## src/rtl/instr_queue_reg_if.sv

```systemverilog
// instr_queue_reg_if: handshake/bus bundle for the instruction prefetch queue.
// The flush signal exists only when IR_FLUSH_EN is defined.
interface instr_queue_reg_if #(
    parameter int WORD_W = 8,
    parameter int OPC_W  = 4,
    parameter int DEPTH  = 4
) ();
    logic [WORD_W-1:0]          data_in;
    logic                       instr_in;
    logic                       instr_out;
    logic                       advance;
`ifdef IR_FLUSH_EN
    logic                       flush;
`endif
    logic [OPC_W-1:0]           data_out_controller;
    logic                       opc_valid;
    logic [WORD_W-OPC_W-1:0]    data_out_bus;
    logic [$clog2(DEPTH+1)-1:0] count;
    logic                       full;
    logic                       empty;
    logic                       overflow;

    // Bus/controller side: drives requests, observes queue state.
    modport master (
`ifdef IR_FLUSH_EN
        output flush,
`endif
        output data_in, instr_in, instr_out, advance,
        input  data_out_controller, opc_valid, data_out_bus,
        input  count, full, empty, overflow
    );

    // Queue side.
    modport slave (
`ifdef IR_FLUSH_EN
        input  flush,
`endif
        input  data_in, instr_in, instr_out, advance,
        output data_out_controller, opc_valid, data_out_bus,
        output count, full, empty, overflow
    );
endinterface

```

## src/rtl/instr_queue_reg.sv

```systemverilog
// instr_queue_reg: instruction register with a DEPTH-entry prefetch queue.
// Head word is split into opcode (to controller) and operand (to bus).
// Optional macro IR_FLUSH_EN adds a synchronous flush input (used on jumps).
module instr_queue_reg #(
    parameter int WORD_W = 8,
    parameter int OPC_W  = 4,
    parameter int DEPTH  = 4
) (
    input logic               clk,
    input logic               rst_n,
    instr_queue_reg_if.slave  q_if
);
    localparam int OPR_W = WORD_W - OPC_W;
    localparam int PTR_W = $clog2(DEPTH);
    localparam int CNT_W = $clog2(DEPTH + 1);

    logic [WORD_W-1:0] r_mem [DEPTH];
    logic [PTR_W-1:0]  r_wr_ptr;
    logic [PTR_W-1:0]  r_rd_ptr;
    logic [CNT_W-1:0]  r_count;
    logic              r_overflow;
    logic [OPR_W-1:0]  r_bus;

    logic              w_full;
    logic              w_empty;
    logic              w_push;
    logic              w_pop;
    logic              w_flush;
    logic [WORD_W-1:0] w_head;

`ifdef IR_FLUSH_EN
    assign w_flush = q_if.flush;
`else
    assign w_flush = 1'b0;
`endif

    assign w_full  = (r_count == CNT_W'(DEPTH));
    assign w_empty = (r_count == '0);
    // A pop on an empty queue is ignored; a push into a full queue is only
    // accepted when the head retires in the same cycle and frees its slot.
    assign w_pop   = q_if.advance & ~w_empty;
    assign w_push  = q_if.instr_in & (~w_full | q_if.advance);
    assign w_head  = r_mem[r_rd_ptr];

    // Buffer write; contents are not cleared on reset, pointers guard validity.
    always_ff @(posedge clk) begin
        if (rst_n && !w_flush && w_push) begin
            r_mem[r_wr_ptr] <= q_if.data_in;
        end
    end

    // Pointer, occupancy, sticky overflow and registered operand update.
    always_ff @(posedge clk) begin
        if (!rst_n || w_flush) begin
            r_wr_ptr   <= '0;
            r_rd_ptr   <= '0;
            r_count    <= '0;
            r_overflow <= 1'b0;
            r_bus      <= '0;
        end else begin
            // Operand is taken from the pre-pop head; zero otherwise so the
            // bus can be wire-ORed with other drivers.
            r_bus <= (q_if.instr_out && !w_empty) ? w_head[OPR_W-1:0] : '0;
            if (w_push) begin
                r_wr_ptr <= r_wr_ptr + PTR_W'(1);
            end
            if (w_pop) begin
                r_rd_ptr <= r_rd_ptr + PTR_W'(1);
            end
            if (w_push && !w_pop) begin
                r_count <= r_count + CNT_W'(1);
            end else if (w_pop && !w_push) begin
                r_count <= r_count - CNT_W'(1);
            end
            if (q_if.instr_in && w_full && !q_if.advance) begin
                r_overflow <= 1'b1;
            end
        end
    end

    assign q_if.data_out_controller = w_empty ? '0 : w_head[WORD_W-1 -: OPC_W];
    assign q_if.opc_valid           = ~w_empty;
    assign q_if.data_out_bus        = r_bus;
    assign q_if.count               = r_count;
    assign q_if.full                = w_full;
    assign q_if.empty               = w_empty;
    assign q_if.overflow            = r_overflow;

endmodule
```

## src/flat_wrapper.sv

```systemverilog
// flat-port wrapper written by rule: the top's interface ports become plain ports
module instr_queue_reg_flat 
#(
    parameter int WORD_W = 8,
    parameter int OPC_W  = 4,
    parameter int DEPTH  = 4
)
  (clk, rst_n, q_if_data_in, q_if_instr_in, q_if_instr_out, q_if_advance, q_if_data_out_controller, q_if_opc_valid, q_if_data_out_bus, q_if_count, q_if_full, q_if_empty, q_if_overflow);
  instr_queue_reg_if #(.WORD_W(WORD_W), .OPC_W(OPC_W), .DEPTH(DEPTH)) q_if_i ();
  input logic clk;
  input logic rst_n;
  input wire logic [$bits(q_if_i.data_in)-1:0] q_if_data_in;
  input wire logic [$bits(q_if_i.instr_in)-1:0] q_if_instr_in;
  input wire logic [$bits(q_if_i.instr_out)-1:0] q_if_instr_out;
  input wire logic [$bits(q_if_i.advance)-1:0] q_if_advance;
  output wire logic [$bits(q_if_i.data_out_controller)-1:0] q_if_data_out_controller;
  output wire logic [$bits(q_if_i.opc_valid)-1:0] q_if_opc_valid;
  output wire logic [$bits(q_if_i.data_out_bus)-1:0] q_if_data_out_bus;
  output wire logic [$bits(q_if_i.count)-1:0] q_if_count;
  output wire logic [$bits(q_if_i.full)-1:0] q_if_full;
  output wire logic [$bits(q_if_i.empty)-1:0] q_if_empty;
  output wire logic [$bits(q_if_i.overflow)-1:0] q_if_overflow;
  assign q_if_i.data_in = q_if_data_in;
  assign q_if_i.instr_in = q_if_instr_in;
  assign q_if_i.instr_out = q_if_instr_out;
  assign q_if_i.advance = q_if_advance;
  assign q_if_data_out_controller = q_if_i.data_out_controller;
  assign q_if_opc_valid = q_if_i.opc_valid;
  assign q_if_data_out_bus = q_if_i.data_out_bus;
  assign q_if_count = q_if_i.count;
  assign q_if_full = q_if_i.full;
  assign q_if_empty = q_if_i.empty;
  assign q_if_overflow = q_if_i.overflow;
  instr_queue_reg #(.WORD_W(WORD_W), .OPC_W(OPC_W), .DEPTH(DEPTH)) u_core (.clk(clk), .rst_n(rst_n), .q_if(q_if_i));
endmodule
```

## config.mk

```make
export PLATFORM = sky130hd
export DESIGN_NAME = instr_queue_reg_flat
export DESIGN_NICKNAME = d
export VERILOG_FILES = /design/src/rtl/instr_queue_reg_if.sv /design/src/rtl/instr_queue_reg.sv /design/src/flat_wrapper.sv
export SDC_FILE = /design/constraint.sdc
export NUM_CORES = 1
export LEC_CHECK = 0
export BUFFER_PORTS_ARGS = -buffer_cell sky130_fd_sc_hd__buf_2
export CAP_MARGIN = 40
export CORE_ASPECT_RATIO = 0.9
export CORE_UTILIZATION = 50
export DETAILED_ROUTE_END_ITERATION = 8
export HOLD_SLACK_MARGIN = 0.08
export PLACE_DENSITY = 0.72
export SYNTH_ARGS = -nofsm -noshare
export SYNTH_HDL_FRONTEND = slang
export SYNTH_SLANG_ARGS = --single-unit
```

## constraint.sdc

```tcl
create_clock -name clk -period 4.06 [get_ports clk]
set_input_delay 0.406 -clock clk [delete_from_list [all_inputs] [get_ports clk]]
set_output_delay 0.406 -clock clk [all_outputs]
set_load 0.01 [all_outputs]
```

== Word level (Yosys, flattened, before mapping) ==
Memory sizes are Yosys's and may differ from the RTL's. A register that Yosys moved wholly into a read port is not among the register bits.
Cells that the tools add are included.

* RAM bits: 32
* Memory bits (read-only): 0
* Bits in latches: 0
* Memories kept: 1
* Output and inout bits: 15
* Bits in registers: 12
* Input port bits: 13
* Word-level logic and storage cells: 36

* Equal/unequal tests: 1
* Div/mod/pow operators: 0
* Add/sub/neg operators: 4
* Bitwise gates (word level): 5
* Shifts and indexed selects: 0
* Reductions and logical operators: 13
* $mul: 0
* Muxes and demuxes: 7
* Order comparisons: 0

{| class="wikitable"
|+ Memories
! name !! words !! width !! rd ports !! clocked after Yosys merged registers in !! wr ports !! RTL line !! source
|-
| u_core.r_mem || 4 || 8 || 1 || 1 || 1 || instr_queue_reg.sv:17 || <nowiki>logic [WORD_W-1:0] r_mem [DEPTH];</nowiki>
|}

{| class="wikitable"
|+ Operators with widths
! kind !! count
|-
| $logic_and 1x1->1 || 6
|-
| $mux 3 || 2
|-
| $add 2x1->2 const B || 2
|-
| $logic_not 1->1 || 4
|-
| $mux 2 || 2
|-
| $mux 4 || 1
|-
| $add 3x1->3 const B || 1
|-
| $eq 3x3->1 const B || 1
|-
| $logic_not 3->1 || 1
|-
| $sub 3x1->3 const B || 1
|-
| $and 1x1->1 || 2
|-
| $mux 1 || 2
|-
| $not 1->1 || 2
|-
| $reduce_and 2->1 || 1
|-
| $reduce_bool 2->1 || 1
|-
| $or 1x1->1 || 1
|}

== Logic depth before layout (Yosys ltp) ==
Gate-level depths: netlist (run 1).

* Word-level depth: 8
* Mapped depth: 8
* Depth with buffers taken out: 8

== Least setup slack after synthesis (run 1) ==
No wires, ideal clock.

* Path kind: register to register
* Start: register u_core.r_count[0], in the netlist u_core.q_if.count[0]
* End: register u_core.r_count[2], in the netlist u_core.q_if.count[2]
* Setup time: 0.076 ns
* Data required time: 3.984 ns
* Cell stages (with the launch flop): 9
* Buffers on the path: 0
* Period minus slack after synthesis: 2.162 ns
* Path slack: 1.898 ns
* Data arrival time: 2.086 ns
* Path through: dfxtp_1 > nor3b_2 > a21boi_2 > ha_1 > inv_1 > fa_1 > xor2_1 > or3_1 > a21boi_0

* Word-level cells in the longest chain between the ends: 7
* Elaborated cells on any way between the ends: 16
* Those cells by class: add/sub (2); eq/ne (1); mux (2); bitwise (5); reduce/logical (6)

{| class="wikitable"
|+ RTL lines
! element !! RTL line !! source
|-
| start: declaration || instr_queue_reg.sv:20 || <nowiki>logic [CNT_W-1:0] r_count;</nowiki>
|-
| start signal: assignment || instr_queue_reg.sv:71 || <nowiki>r_count <= r_count + CNT_W'(1);</nowiki>
|-
| start signal: assignment || instr_queue_reg.sv:73 || <nowiki>r_count <= r_count - CNT_W'(1);</nowiki>
|-
| $eq 3x3->1 (*) || instr_queue_reg.sv:37 || <nowiki>assign w_full = (r_count == CNT_W'(DEPTH));</nowiki>
|-
| via q_if_full || flat_wrapper.sv:20 || <nowiki>output wire logic [$bits(q_if_i.full)-1:0] q_if_full;</nowiki>
|-
| $not 1->1 (*) || instr_queue_reg.sv:42 || <nowiki>assign w_push = q_if.instr_in & (~w_full | q_if.advance);</nowiki>
|-
| $or 1x1->1 (*) || instr_queue_reg.sv:42 ||
|-
| $and 1x1->1 (*) || instr_queue_reg.sv:42 ||
|-
| $logic_not 1->1 || instr_queue_reg.sv:72 || <nowiki>end else if (w_pop && !w_push) begin</nowiki>
|-
| $logic_and 1x1->1 || instr_queue_reg.sv:72 ||
|-
| $reduce_bool 2->1 (no line) || -- ||
|}

Mark *: on every way through the listed nets, which the timed path passes. The rest lies on a longest branch. The select of a mux whose other input is x is not followed.
A chain may end at the register's enable or synchronous reset.

==> results of run 1 <==
-- worst register-to-register path, stage by stage (launching register included) --
cell	delay, ps
dfxtp_1	480
nor3b_2	110
a21boi_2	310
ha_1	260
inv_1	60
fa_1	370
xor2_1	160
or3_1	290
a21boi_0	160
-- synthesized netlist by cell type --
cell type,n
a21boi_0,1
a21boi_1,1
a21boi_2,1
a31oi_1,1
and2_1,3
and2_2,4
and3_1,4
buf_2,1
buf_6,1
clkbuf_1,2
dfxtp_1,14
edfxtp_1,32
fa_1,1
ha_1,5
inv_1,4
inv_4,1
mux2i_1,3
mux4_2,8
nand2_1,5
nand3_1,1
nor2b_1,6
nor3b_2,1
o21ai_0,2
o31ai_1,1
or3_1,3
xnor2_1,2
xor2_1,1
-- cell families after synthesis --
| logic type | Yosys count | share of synthesized area (%) |
|---|---|---|
| xor gates and xnor gates | 3 | 1.44 |
| DFF | 46 | 68.1 |
| buffers and inverters | 9 | 2.47 |
| and+or+nand+nor | 27 | 9.13 |
| muxes | 11 | 11.5 |
| AOI/OAI and AO/OA | 7 | 2.75 |
| adders and majority gates | 6 | 4.53 |
-- sequential cells by signal, indices dropped and copies added, names as in the netlist, named ones only --
signal                    count
u_core.q_if.count             3
u_core.r_rd_ptr               2
u_core.q_if.overflow          1
u_core.r_wr_ptr               2
u_core.q_if.data_out_bus      4
u_core.r_mem                 32
-- routing by layer --
metal	global-route usage [%]	wire, µm	vias to the layer above
li1	-	-	459
met1	20.8	1340	467
met2	26.2	1380	19
met3	5.19	102	2
met4	8.39	29	0
met5	0	0	-
-- worst paths after layout --
kind                                            end  slack [ps]  cells after the start
hold reg to reg     u_core.r_wr_ptr[0]$_SDFFE_PN0N_         510                      2
setup / recovery        q_if_data_out_controller[3]        1780                      3
hold / removal         u_core.r_mem[0][1]$_DFFE_PP_         330                      1
setup reg to reg  u_core.q_if.count[2]$_SDFFE_PN0P_        1780                      8
-- power by group --
group	total [mW]	switching, mW	internal, mW
registers	0.614	0.0619	0.552
logic	0.350	0.164	0.185
clock network	0.325	0.141	0.184
total	1.29	0.368	0.921
-- final cells by class --
cell class	count	share of cell area [%]
clock buffers	6	3.46
multi-input cells	54	25.5
repair buffers	27	6.44
clock inverters	2	1.79
well taps	44	2.62
inverters	5	1.01
flip-flops and latches	46	59.2
==> results.cfg, run 1 <==
[die]
die_h_um = 59.3
die_w_um = 65.6
num_rows = 20
pin_count = 28
start_util_pct = 53.1
core_um2 = 3430
die_area_um2 = 3890

[worst_setup_path]
cp_top_family = flip-flops
crit_slowest_cell = dfxtp_1
cp.required_ps = 3650
cp_cell_sequence = mux4_2 > and2_2 > buf_2
start_kind = flop
critPathKind = flop to output pin
max_stage_delay_ps = 690
critical_path.endpoint_type = output pin
reg2reg_from = u_core.q_if.count[0]$_SDFFE_PN0P_
worstPathArrival_ps = 1880
cp_max_fo = 8
path_buf_inv = 1

[sta]
rsz0062_at_grt = false
finalMaxSlewViolations = 0
setup_viol = 0
worst_slew_pin_slew_ps = 574
finClkSkew_ps = 7.24
fin_crit_ps = 2280
worst_hold_slack_ps = 327
finalSetupTns_ps = 0
period_share_pct = 56.3
final.setup.worst_slack_ps = 1780
maxSlewHeadroom_pct = 61.7
fmax_mhz = 438
hold_viol_final = 0

[place]
hpwl_mm = 1.99
placed_area_um2 = 1990
io_buffers = 27
pre_cts_ws_ps = 1790
dp_cells = 176
gp_congestion = 0.817

[hold_path]
hp-class = input port to flop
hp-start = q_if_data_in[1]

[clock_network]
cts_buffers = 5
clock-sinks = 46
cts-root-buf = clkbuf_8
clock_latency_ps = 290
cts_hold_buf = 0
cts.htree.levels = 2
cts_tree = done
cts_resized = 0
ctsLongestPathBuffers = 2
path_clk_slew_ps = 80
postCtsSetupBuffers = 0

[final_layout]
layoutNonFillerInstCount = 184
final_cell_area_um2 = 2100
layout.cells.most_common = edfxtp_1
antennaDiodeCount = 0
area_growth_pct = 15.2
fillCellCount = 260
fin_util_pct = 61.2
layout_common_cells = edfxtp_1 (32), buf_2 (27), dfxtp_1 (14), mux4_2 (8), nor2b_1 (6)
nNetsFinal = 158
layout-drive-gt1-share_pct = 35.0
multi_input_area_um2 = 536
seq_area_um2 = 1240

[status]
status = finished, final reports clean

[synthesis]
yosys_warnings = 0
synth-seq-cells = 46
synth_area_leaders = edfxtp_1 (53%), dfxtp_1 (15%), mux4_2 (9.9%), ha_1 (3.4%), nor2b_1 (2.1%)
syn_area_um2 = 1820
ys_seq_area_share_pct = 68.1
syn_area_per_cell_um2 = 16.7
syn-num-nets = 128
yosysTopAreaCell = edfxtp_1
synth_cells = 109
ys_types = 27
yosysTopAreaCellShare_pct = 52.7

[route]
num_vias = 947
first_pass_iters = 4
drc = 0
final_antenna_net_count = 0
routed_wl_mm = 2.86
first_iter_violations = 61
avgViaCountPerCell = 5.15
avgRoutedWirePerCell_um = 15.5

[flow_run]
drv_cap = 0

[global_route]
grt_max_degree = 17
antenna_found_initial = 0
grt_usage_pct = 16.6
grt_pass1_wl_mm = 4.41
grt_pass1_vias = 921
grt_overflow = 0

[pwr]
vdd_drop_max_mv = 0.351
p_total_mw = 1.29
pwr_density_cell_nw_per_um2 = 614
leakage_nw = 0.800
Power figures use the tool's default switching activity.
==> inputs of run 2 (changes only) <==
==> constraint.sdc (replaced) <==
create_clock -name clk -period 2.2 [get_ports clk]
set_input_delay 0.22 -clock clk [delete_from_list [all_inputs] [get_ports clk]]
set_output_delay 0.22 -clock clk [all_outputs]
set_load 0.01 [all_outputs]
==> results.cfg, run 2 (synthesis gave the netlist of run 1 again) <==
[final_layout]
fin_util_pct = 61.9
largest_reg_flops = 32
antennaDiodeCount = 0
layout-drive-gt1-share_pct = 38.5
area_growth_pct = 16.4
nNetsFinal = 161
top_register = u_core.r_mem
layout.cells.most_common = edfxtp_1
layout_common_cells = edfxtp_1 (32), buf_2 (27), dfxtp_1 (12), mux4_2 (8)

[worst_setup_path]
path_buf_inv = 1
crit_slowest_cell = fa_1
critical_path.endpoint_type = flop
path_common_cell = a21boi_2
reg2reg_slack_ps = 80
cp_cell_sequence = nor3b_2 > a21boi_2 > ha_1 > inv_1 > fa_1 > xor2_1 > or3_1 > a21boi_2
cp_top_family = adder cells
max_stage_delay_ps = 380
reg2reg_from = u_core.q_if.count[2]$_SDFFE_PN0P_
start_kind = flop
cp.required_ps = 2420
reg2reg_depth = 8
cp_max_fo = 6
critPathKind = flop to flop
reg2reg_to = u_core.q_if.count[2]$_SDFFE_PN0P_
worstPathArrival_ps = 2340

[clock_network]
postCtsSetupBuffers = 0
clock_latency_ps = 290
cts-root-buf = clkbuf_8
cts_tree = done
path_clk_slew_ps = 80
cts_buffers = 5
cts_hold_buf = 0
cts.htree.levels = 2
ctsLongestPathBuffers = 2
clock-sinks = 46

[sta]
setup_viol = 0
period_share_pct = 96.3
worst_hold_slack_ps = 142
maxSlewHeadroom_pct = 71.3
finalMaxSlewViolations = 0
finClkSkew_ps = 6.09
hold_viol_final = 0
worst_slew_pin_slew_ps = 430
fin_crit_ps = 2120
fmax_mhz = 472

[flow_run]
drv_cap = 0

[hold_path]
whs_endpoint = u_core.r_mem[2][7]$_DFFE_PP_
hp-start = q_if_data_in[7]
hp-class = input port to flop
hold-path-cell-count = 1

[die]
start_util_pct = 53.1
num_rows = 20
pin_count = 28
die_h_um = 59.3
die_w_um = 65.6
die_area_um2 = 3890
core_um2 = 3430

[pwr]
leakage_nw = 0.812
vdd_drop_max_mv = 0.608
pwr_density_cell_nw_per_um2 = 1120

[route]
routed_wl_mm = 2.92
avgRoutedWirePerCell_um = 15.6
num_vias = 943
final_antenna_net_count = 0
first_iter_violations = 59
avgViaCountPerCell = 5.04
first_pass_iters = 4
drc = 0

[place]
io_buffers = 27
gp_congestion = 0.774
hpwl_mm = 2.05

[global_route]
grt_overflow = 0
grt_pass1_wl_mm = 4.49
grt_max_degree = 17
antenna_found_initial = 0
grt_pass1_vias = 963
grt_usage_pct = 17.2

[status]
status = finished, final reports clean
==> run 2: final cells by class <==
type	count	area, µm²
Fill cell	258	1310
Sequential cell	46	1240
Multi-Input combinational cell	54	553
Timing Repair Buffer	30	158
Clock buffer	6	82.6
Tap cell	44	55.1
Inverter	5	21.3
Clock inverter	2	7.51
==> run 2: timing repair <==
action	4_1_cts	5_1_grt
setup endpoints to repair	1	1
hold endpoints to repair	0	0
gates resized for setup	2	4
==> run 2: report_power, final <==
| part | internal, mW | switching, mW |
|---|---|---|
| logic | 0.380 | 0.367 |
| clock network | 0.247 | 0.260 |
| registers | 1.02 | 0.0891 |
==> run 2: worst max-delay path by stage <==
stage	from	to	slack [ps]	cells past startpoint
6_report	u_core.q_if.count[2]$_SDFFE_PN0P_	u_core.q_if.count[2]$_SDFFE_PN0P_	80	8
4_1_cts	u_core.q_if.count[1]$_SDFFE_PN0P_	u_core.q_if.count[2]$_SDFFE_PN0P_	10	8
3_5_place_dp	u_core.q_if.count[0]$_SDFFE_PN0P_	u_core.q_if.count[2]$_SDFFE_PN0P_	-120	7
3_3_place_gp	u_core.q_if.count[0]$_SDFFE_PN0P_	u_core.q_if.count[2]$_SDFFE_PN0P_	160	7
2_1_floorplan	u_core.q_if.count[0]$_SDFFE_PN0P_	u_core.q_if.count[2]$_SDFFE_PN0P_	40	8
5_1_grt	u_core.q_if.count[2]$_SDFFE_PN0P_	u_core.q_if.count[2]$_SDFFE_PN0P_	-8	8
==> run 2: through the flow <==
stage	std cells	area, µm²	setup TNS, ps	total power, mW	setup WS [ps]
2_1_floorplan	109	1820	0	1.62	38.0
3_3_place_gp	179	2010	0	1.81	163
3_5_place_dp	179	2010	-121	1.85	-121
4_1_cts	187	2110	0	2.36	12.2
5_1_grt	187	2120	-7.56	2.50	-7.56
6_report	187	2120	0	2.37	81.0
==> run 2: layer usage <==
layer	global-route usage, %	share of wire, %
met2	28.9	50
met5	0	0
met1	20.5	45
met3	4.62	3.8
met4	8.39	1.3
